## config.mk

```make
export PLATFORM = sky130hd
export DESIGN_NAME = result_frame_sender
export DESIGN_NICKNAME = d
export VERILOG_FILES = /design/src/rtl/result_frame_sender_pkg.sv /design/src/rtl/result_frame_sender_buffer.sv /design/src/rtl/result_frame_sender.sv
export SDC_FILE = /design/constraint.sdc
export NUM_CORES = 1
export LEC_CHECK = 0
export CORE_AREA = 2 2 172 107
export CTS_CLUSTER_SIZE = 20
export DETAILED_ROUTE_END_ITERATION = 8
export DIE_AREA = 0 0 174 109
export PLACE_DENSITY_LB_ADDON = 0.1
export SLEW_MARGIN = 20
export SYNTH_ARGS = -nofsm -noshare
export SYNTH_HDL_FRONTEND = slang
export SYNTH_SLANG_ARGS = --single-unit
```

## constraint.sdc

```tcl
create_clock -name clk -period 6.8 [get_ports clk]
set_input_delay 1.7 -clock clk [delete_from_list [all_inputs] [get_ports clk]]
set_output_delay 1.7 -clock clk [all_outputs]
set_load 0.02 [all_outputs]
```

## src/rtl/result_frame_sender_pkg.sv

```systemverilog
// Shared definitions for the result frame sender: frame marker bytes,
// the sender state encoding and the packed status bundle.
// Optional feature macro: RESULT_FRAME_CHECKSUM_EN (adds the SEND_CHK state).
package result_frame_sender_pkg;

    localparam logic [7:0] FRAME_HDR = 8'hFE;
    localparam logic [7:0] FRAME_END = 8'hEF;
    localparam int         MAX_N     = 8;

    typedef enum logic [2:0] {
        ST_IDLE,
        ST_COLLECT,
        ST_SEND_HDR,
        ST_SEND_LEN,
        ST_SEND_DATA,
`ifdef RESULT_FRAME_CHECKSUM_EN
        ST_SEND_CHK,
`endif
        ST_SEND_END
    } SENDER_STATE_T;

    typedef struct packed {
        logic busy;
        logic done;
        logic overflow;
    } SENDER_STATUS_T;

    // A frame may only be opened for a matrix size of 1..MAX_N.
    function automatic logic n_is_legal(input logic [3:0] n);
        return (n != 4'd0) && (n <= 4'(MAX_N));
    endfunction

endpackage

```

## src/rtl/result_frame_sender_buffer.sv

```systemverilog
// Result buffer: DEPTH x DATA_W synchronous FIFO with sync clear.
// rd_data is the head entry, rd_data_nxt the entry behind it, so the sender
// can stage the first byte of the following word in the same cycle it pops.
// Pushes into a full buffer and pops from an empty one are ignored.
module result_buffer
    import result_frame_sender_pkg::*;
#(
    parameter int DATA_W = 16,
    parameter int DEPTH  = 8,
    localparam int PW    = $clog2(DEPTH),
    localparam int CW    = $clog2(DEPTH + 1)
) (
    input  logic              clk,
    input  logic              reset,
    input  logic              clr,
    input  logic              push,
    input  logic              pop,
    input  logic [DATA_W-1:0] wr_data,
    output logic [DATA_W-1:0] rd_data,
    output logic [DATA_W-1:0] rd_data_nxt,
    output logic              full,
    output logic              empty,
    output logic [CW-1:0]     count
);

    logic [DATA_W-1:0] mem [DEPTH];
    logic [PW-1:0]     wr_ptr;
    logic [PW-1:0]     rd_ptr;
    logic [PW-1:0]     rd_ptr_inc;
    logic              do_push;
    logic              do_pop;

    assign full        = (count == CW'(DEPTH));
    assign empty       = (count == '0);
    assign do_push     = push && !full;
    assign do_pop      = pop && !empty;
    assign rd_ptr_inc  = rd_ptr + 1'b1;
    assign rd_data     = mem[rd_ptr];
    assign rd_data_nxt = mem[rd_ptr_inc];

    // Storage array; contents are don't-care whenever count says empty.
    always_ff @(posedge clk) begin
        if (do_push && !clr) begin
            mem[wr_ptr] <= wr_data;
        end
    end

    // Pointers wrap modulo DEPTH; count tracks occupancy.
    always_ff @(posedge clk or negedge reset) begin
        if (!reset) begin
            wr_ptr <= '0;
            rd_ptr <= '0;
            count  <= '0;
        end else if (clr) begin
            wr_ptr <= '0;
            rd_ptr <= '0;
            count  <= '0;
        end else begin
            if (do_push) begin
                wr_ptr <= wr_ptr + 1'b1;
            end
            if (do_pop) begin
                rd_ptr <= rd_ptr_inc;
            end
            case ({do_push, do_pop})
                2'b10:   count <= count + 1'b1;
                2'b01:   count <= count - 1'b1;
                default: count <= count;
            endcase
        end
    end

endmodule

```

## src/rtl/result_frame_sender.sv

```systemverilog
// Collects N processor results, then sends them as a byte frame:
//   FE, N, data bytes (MSB first per word), [checksum], EF
// over a valid/ready byte interface. All outputs are registered; the byte
// presented next is computed one step ahead from the next state.
// Optional feature macro: RESULT_FRAME_CHECKSUM_EN -- adds SEND_CHK, which
// emits the XOR of the LEN byte and every data byte.
//
// state        | meaning
// -------------+-----------------------------------------------------------
// IDLE         | waiting for the first push of a frame; latches N
// COLLECT      | capturing results until n_lat are buffered
// SEND_HDR     | presenting 0xFE
// SEND_LEN     | presenting {4'b0, n_lat}
// SEND_DATA    | presenting buffered words, MSB byte first
// SEND_CHK     | presenting XOR checksum (checksum build only)
// SEND_END     | presenting 0xEF; done pulses after it transfers
module result_frame_sender
    import result_frame_sender_pkg::*;
#(
    parameter int DATA_W = 16,
    parameter int DEPTH  = 8
) (
    input  logic                clk,
    input  logic                reset,
    input  logic                clr,
    input  logic                push_result,
    input  logic [1:0]          processor_number,
    input  logic [4*DATA_W-1:0] proc_results,
    input  logic [3:0]          N,
    output logic [7:0]          tx_data,
    output logic                tx_valid,
    input  logic                tx_ready,
    output logic                busy,
    output logic                done,
    output logic                overflow
);

    localparam int   BPW       = DATA_W / 8;
    localparam int   CW        = $clog2(DEPTH + 1);
    localparam logic LAST_BYTE = (BPW == 2);

    SENDER_STATE_T  state, state_nxt;
    SENDER_STATUS_T status_q;
    logic [3:0]     n_lat, n_nxt;
    logic           byte_idx, byte_nxt;
    logic [7:0]     tx_data_q, tx_data_nxt;
    logic           tx_valid_q, tx_valid_nxt;
    logic           done_nxt;
    logic           ov_set;
    logic           xfer;

    logic              fifo_push;
    logic              fifo_pop;
    logic              fifo_full;
    logic              fifo_empty;
    logic [CW-1:0]     fifo_count;
    logic [DATA_W-1:0] lane_data;
    logic [DATA_W-1:0] rd_data;
    logic [DATA_W-1:0] rd_data_nxt;

`ifdef RESULT_FRAME_CHECKSUM_EN
    logic [7:0] chk_q, chk_nxt;
`endif

    assign lane_data = proc_results[int'(processor_number) * DATA_W +: DATA_W];
    assign tx_data   = tx_data_q;
    assign tx_valid  = tx_valid_q;
    assign busy      = status_q.busy;
    assign done      = status_q.done;
    assign overflow  = status_q.overflow;

    // Byte idx of a word, counted from the most significant byte.
    function automatic logic [7:0] word_byte(input logic [DATA_W-1:0] w,
                                             input logic              idx);
        logic [DATA_W-1:0] sh;
        sh = w >> (8 * (BPW - 1 - int'(idx)));
        return sh[7:0];
    endfunction

    result_buffer #(
        .DATA_W (DATA_W),
        .DEPTH  (DEPTH)
    ) u_buffer (
        .clk         (clk),
        .reset       (reset),
        .clr         (clr),
        .push        (fifo_push),
        .pop         (fifo_pop),
        .wr_data     (lane_data),
        .rd_data     (rd_data),
        .rd_data_nxt (rd_data_nxt),
        .full        (fifo_full),
        .empty       (fifo_empty),
        .count       (fifo_count)
    );

    // Next state, next presented byte, buffer control and drop detection.
    always_comb begin
        state_nxt    = state;
        n_nxt        = n_lat;
        byte_nxt     = byte_idx;
        tx_data_nxt  = tx_data_q;
        tx_valid_nxt = tx_valid_q;
        fifo_push    = 1'b0;
        fifo_pop     = 1'b0;
        ov_set       = 1'b0;
        done_nxt     = 1'b0;
        xfer         = tx_valid_q && tx_ready;
`ifdef RESULT_FRAME_CHECKSUM_EN
        chk_nxt      = chk_q;
`endif

        case (state)
            ST_IDLE: begin
                if (push_result) begin
                    if (n_is_legal(N)) begin
                        n_nxt     = N;
                        fifo_push = 1'b1;
                        if (N == 4'd1) begin
                            state_nxt    = ST_SEND_HDR;
                            tx_valid_nxt = 1'b1;
                            tx_data_nxt  = FRAME_HDR;
                        end else begin
                            state_nxt = ST_COLLECT;
                        end
                    end else begin
                        ov_set = 1'b1;
                    end
                end
            end

            ST_COLLECT: begin
                if (push_result) begin
                    if (fifo_full) begin
                        ov_set = 1'b1;
                    end else begin
                        fifo_push = 1'b1;
                        if (CW'(fifo_count + 1'b1) == CW'(n_lat)) begin
                            state_nxt    = ST_SEND_HDR;
                            tx_valid_nxt = 1'b1;
                            tx_data_nxt  = FRAME_HDR;
                        end
                    end
                end
            end

            ST_SEND_HDR: begin
                if (xfer) begin
                    state_nxt   = ST_SEND_LEN;
                    tx_data_nxt = {4'b0, n_lat};
`ifdef RESULT_FRAME_CHECKSUM_EN
                    chk_nxt     = 8'h00;
`endif
                end
            end

            ST_SEND_LEN: begin
                if (xfer) begin
                    state_nxt   = ST_SEND_DATA;
                    byte_nxt    = 1'b0;
                    tx_data_nxt = word_byte(rd_data, 1'b0);
`ifdef RESULT_FRAME_CHECKSUM_EN
                    chk_nxt     = chk_q ^ tx_data_q;
`endif
                end
            end

            ST_SEND_DATA: begin
                if (xfer) begin
`ifdef RESULT_FRAME_CHECKSUM_EN
                    chk_nxt = chk_q ^ tx_data_q;
`endif
                    if (byte_idx != LAST_BYTE) begin
                        byte_nxt    = byte_idx + 1'b1;
                        tx_data_nxt = word_byte(rd_data, byte_idx + 1'b1);
                    end else begin
                        // Word fully sent: release it and stage the next one.
                        fifo_pop = !fifo_empty;
                        byte_nxt = 1'b0;
                        if (fifo_count == CW'(1)) begin
`ifdef RESULT_FRAME_CHECKSUM_EN
                            state_nxt   = ST_SEND_CHK;
                            tx_data_nxt = chk_q ^ tx_data_q;
`else
                            state_nxt   = ST_SEND_END;
                            tx_data_nxt = FRAME_END;
`endif
                        end else begin
                            tx_data_nxt = word_byte(rd_data_nxt, 1'b0);
                        end
                    end
                end
            end

`ifdef RESULT_FRAME_CHECKSUM_EN
            ST_SEND_CHK: begin
                if (xfer) begin
                    state_nxt   = ST_SEND_END;
                    tx_data_nxt = FRAME_END;
                end
            end
`endif

            ST_SEND_END: begin
                if (xfer) begin
                    state_nxt    = ST_IDLE;
                    tx_valid_nxt = 1'b0;
                    tx_data_nxt  = 8'h00;
                    done_nxt     = 1'b1;
                end
            end

            default: begin
                state_nxt    = ST_IDLE;
                tx_valid_nxt = 1'b0;
                tx_data_nxt  = 8'h00;
            end
        endcase

        // Results arriving while a frame is on the wire are lost.
        if (push_result && (state != ST_IDLE) && (state != ST_COLLECT)) begin
            ov_set = 1'b1;
        end
    end

    // State and registered outputs; clr outranks everything but reset.
    always_ff @(posedge clk or negedge reset) begin
        if (!reset) begin
            state      <= ST_IDLE;
            n_lat      <= 4'd0;
            byte_idx   <= 1'b0;
            tx_data_q  <= 8'h00;
            tx_valid_q <= 1'b0;
            status_q   <= '0;
        end else if (clr) begin
            state      <= ST_IDLE;
            n_lat      <= 4'd0;
            byte_idx   <= 1'b0;
            tx_data_q  <= 8'h00;
            tx_valid_q <= 1'b0;
            status_q   <= '0;
        end else begin
            state             <= state_nxt;
            n_lat             <= n_nxt;
            byte_idx          <= byte_nxt;
            tx_data_q         <= tx_data_nxt;
            tx_valid_q        <= tx_valid_nxt;
            status_q.busy     <= (state_nxt != ST_IDLE);
            status_q.done     <= done_nxt;
            status_q.overflow <= status_q.overflow | ov_set;
        end
    end

`ifdef RESULT_FRAME_CHECKSUM_EN
    // Running XOR of LEN and data bytes as they transfer.
    always_ff @(posedge clk or negedge reset) begin
        if (!reset) begin
            chk_q <= 8'h00;
        end else if (clr) begin
            chk_q <= 8'h00;
        end else begin
            chk_q <= chk_nxt;
        end
    end
`endif

endmodule

```

==> metrics.md <==
| Metric | Value |
|---|---|
| Static Leak | 3.07 nW |
| Cts hold-fix bufs | 0 |
| Average wire per standard cell | between 20 and 25 µm |
| DRT antenna net count | 0 |
| Synth-to-layout area growth | 22.2% |
| Max Fanout on Critical Path | 16 |
| Syn avg cell area | about 15 µm² |
| ANT cells | 0 |
| Arr. time, crit path | approximately 4100 ps |
| Clock-pin slew on the worst setup and hold paths | ~70 ps |
| CTS buffer count | 17 |
| Die area | approximately 19000 µm² |
| Share of synthesized flip-flops with an asynchronous set or reset | 0.190 |
| Crit path setup slack, layout | approximately 2800 ps |
| Setup WS pre-CTS | 2420 ps |
| P_int | ~1.7 mW |
| Core area | approximately 17000 µm² |
| Setup TNS | 0 ps |
| I/O Pins | between 80 and 90 |
| Final hold vios | 0 |
| CP required | 6890 ps |
| Clock sink total | ~160 |
| Maxcap violations | 0 |
| Drt drc | 0 |
| # resized after CTS | 0 |
| Layout cell share with drive strength beyond 1 | 0.198 |
| Die X | around 170 µm |
| Row count | 38 |
| Worst min path class | register to register |
| Commonest cells after routing, fill and taps aside | edfxtp_1 (128), clkdlybuf4s50_1 (86), nand2_1 (54) |
| Share of power burned in registers | 0.492 |
| CTS tree | yes |
| Slew at the pin closest to its max-slew limit | 901 ps |
| Design Area, Final | between 9000 and 10000 µm² |
| PortBufs | 86 |
| Yosys warnings | 0 |
| Final min period | around 4000 ps |
| Placer Congestion | 0.836 |
| # Post-CTS Setup Buffers | 0 |
| Grt total ovfl | 0 |
| Die Y | between 100 and 150 µm |
| WHS | ~500 ps |
| Number of DRC markers in iteration 0 | between 500 and 600 |
| Max-slew headroom | 0.398 |
| Crit Path Category | primary input to register |
| Post-DP Area | around 8800 µm² |
| CP Launch Type | primary input |
| Maximum level of the CTS H-tree | 4 |
| P_sw | approximately 540 µW |
| Clock buffer depth | 2 |
| #FFs+latches synth | approximately 160 |
| Dpl cells | 828 |
| Most common cell after layout, fill and taps aside | edfxtp_1 |
| Post-synthesis cell area | about 7700 µm² |
| Total Routing Usage GR | 0.213 |
| Vias in the first global route | ~5k |
| Post-synthesis cell type count | between 40 and 50 |
| DR pass1 iterations | 6 |
| Worst Skew | approximately 12 ps |
| Clock share of power | 0.417 |
| RSZ-0062 raised after global routing | false |
| Cell Count, Final, Fillers Out | 860 |
| Logic gate share of total power | 0.091 |
| Via density | roughly 5.9 |
| Post-synthesis cell count | 520 |
| F_max | ~250 MHz |
| PnR Total Power | ~2.2 mW |
| Post-Syn Nets | 601 |
| Worst-Skew Late Latency | 420 ps |
| VDD IR-drop max | between 0.0002 and 0.00025 V |
| Seq/Total Area, Yosys | 0.597 |
| Pin count of the biggest net entering global routing | 48 |
| Initial core utilization | 0.440 |
| Final WL | between 15000 and 20000 µm |
| Net total in the final layout | between 600 and 700 |
| Primary FF master, synth | edfxtp_1 |
| CTS root buffer | clkbuf_16 |
| DR vias | a little over 5k |
| Post-Route Utilization | 0.538 |
| # setup viols final | 0 |
| Final period utilization | 0.584 |
| Final Slew Violations | 0 |
| Post-synth EDFFs | approximately 130 |
| Pwr/cell area | approximately 240 nW/µm² |
| Initial antenna violation count | 0 |
| Switching Share | 0.242 |
| Endpoint class of the critical path | register |
| Outcome | completed |
| DP HPWL | 13200 µm |
| First-pass GRT wire length | around 30000 µm |
-- path summary, 6_finish.rpt --
| path | cells past startpoint | slack (ps) | from | to |
|---|---|---|---|---|
| max in group asynchronous | 2 | 4810 | reset | u_buffer.rd_ptr[0]$_DFFE_PN0P_ |
| min in group asynchronous | 2 | 1660 | reset | state[0]$_DFF_PN0_ |
| hold / removal | 2 | 500 | tx_data[1]$_DFFE_PN0P_ | tx_data[1]$_DFFE_PN0P_ |
| setup reg to reg | 8 | 3580 | u_buffer.rd_ptr[0]$_DFFE_PN0P_ | tx_data[7]$_DFFE_PN0P_ |
| hold reg to reg | 2 | 500 | tx_data[1]$_DFFE_PN0P_ | tx_data[1]$_DFFE_PN0P_ |
| setup / recovery | 7 | 2830 | N[2] | u_buffer.mem[6][8]$_DFFE_PP_ |
-- cell families after synthesis --
family	after synthesis	share of synthesized area
fa+ha+maj	6	0.00975
buf+inv	40	0.0271
xor+xnor	17	0.0203
mux	76	0.184
flops	158	0.597
simple gates	151	0.0955
compound gates	72	0.0661
-- flip-flops by register name (all words and copies together), names as in the netlist --
register,count
u_buffer.rd_ptr,3
overflow,1
u_buffer.wr_ptr,3
tx_data,8
tx_valid,1
state,3
u_buffer.mem,128
busy,1
byte_idx,1
done,1
n_lat,4
u_buffer.count,4
-- cells in the mapped netlist (all sizes together), types with 5 or more instances --
| master | count | area, µm² |
|---|---|---|
| a22oi | 9 | 67.6 |
| mux4 | 52 | 1170 |
| o21ai | 15 | 75.1 |
| a21oi | 12 | 60.1 |
| inv | 6 | 22.5 |
| a211oi | 5 | 55.1 |
| clkbuf | 11 | 41.3 |
| nor4b | 5 | 43.8 |
| nand2b | 5 | 31.3 |
| ha | 6 | 75.1 |
| mux2i | 17 | 170 |
| mux2 | 7 | 78.8 |
| a31oi | 14 | 103 |
| buf | 23 | 145 |
| nor3 | 11 | 60.1 |
| xnor2 | 11 | 96.3 |
| nand2 | 56 | 215 |
| nor2b | 9 | 56.3 |
| nor4 | 6 | 37.5 |
| nor2 | 33 | 124 |
| dfrtp | 30 | 751 |
| xor2 | 6 | 60.1 |
| o22ai | 5 | 31.3 |
| edfxtp | 128 | 3840 |
| nand3 | 13 | 70.1 |
-- worst max-delay path, cell delays in order --
cell and delay, ps:
clkdlybuf4s50_1 460, nor3_1 250, xnor2_1 250, o2111a_1 510, nand2_1 230, nor4b_2 290, buf_4 360
-- power groups by stage --
stage               registers [mW]  clock network, mW  logic (mW)
global placement              1.12                  0       0.199
CTS                           1.10              0.945       0.204
finish                        1.10              0.933       0.203
floorplan                     1.12                  0       0.103
global route                  1.10              0.982       0.220
detailed placement            1.12                  0       0.204
-- per-layer routing --
metal | GRT usage | part of all wire | wire length (µm) | vias to the layer above
met5 | 0 | 0 | 0 | -
met4 | 0.0582 | 0.013 | 248 | 0
met3 | 0.0352 | 0.067 | 1270 | 21
met2 | 0.326 | 0.45 | 8660 | 229
met1 | 0.317 | 0.47 | 8920 | 2561
li1 | - | - | - | 2229
-- layout make-up --
type	instances	area, µm²
clock buffers	18	429
clock inverters	14	144
inverters	6	22.5
multi-input cells	322	2930
fillers	1444	8090
flip-flops and latches	158	4600
repair buffers	102	981
well taps	240	300
No activity file was read; power rests on OpenSTA's default activity.
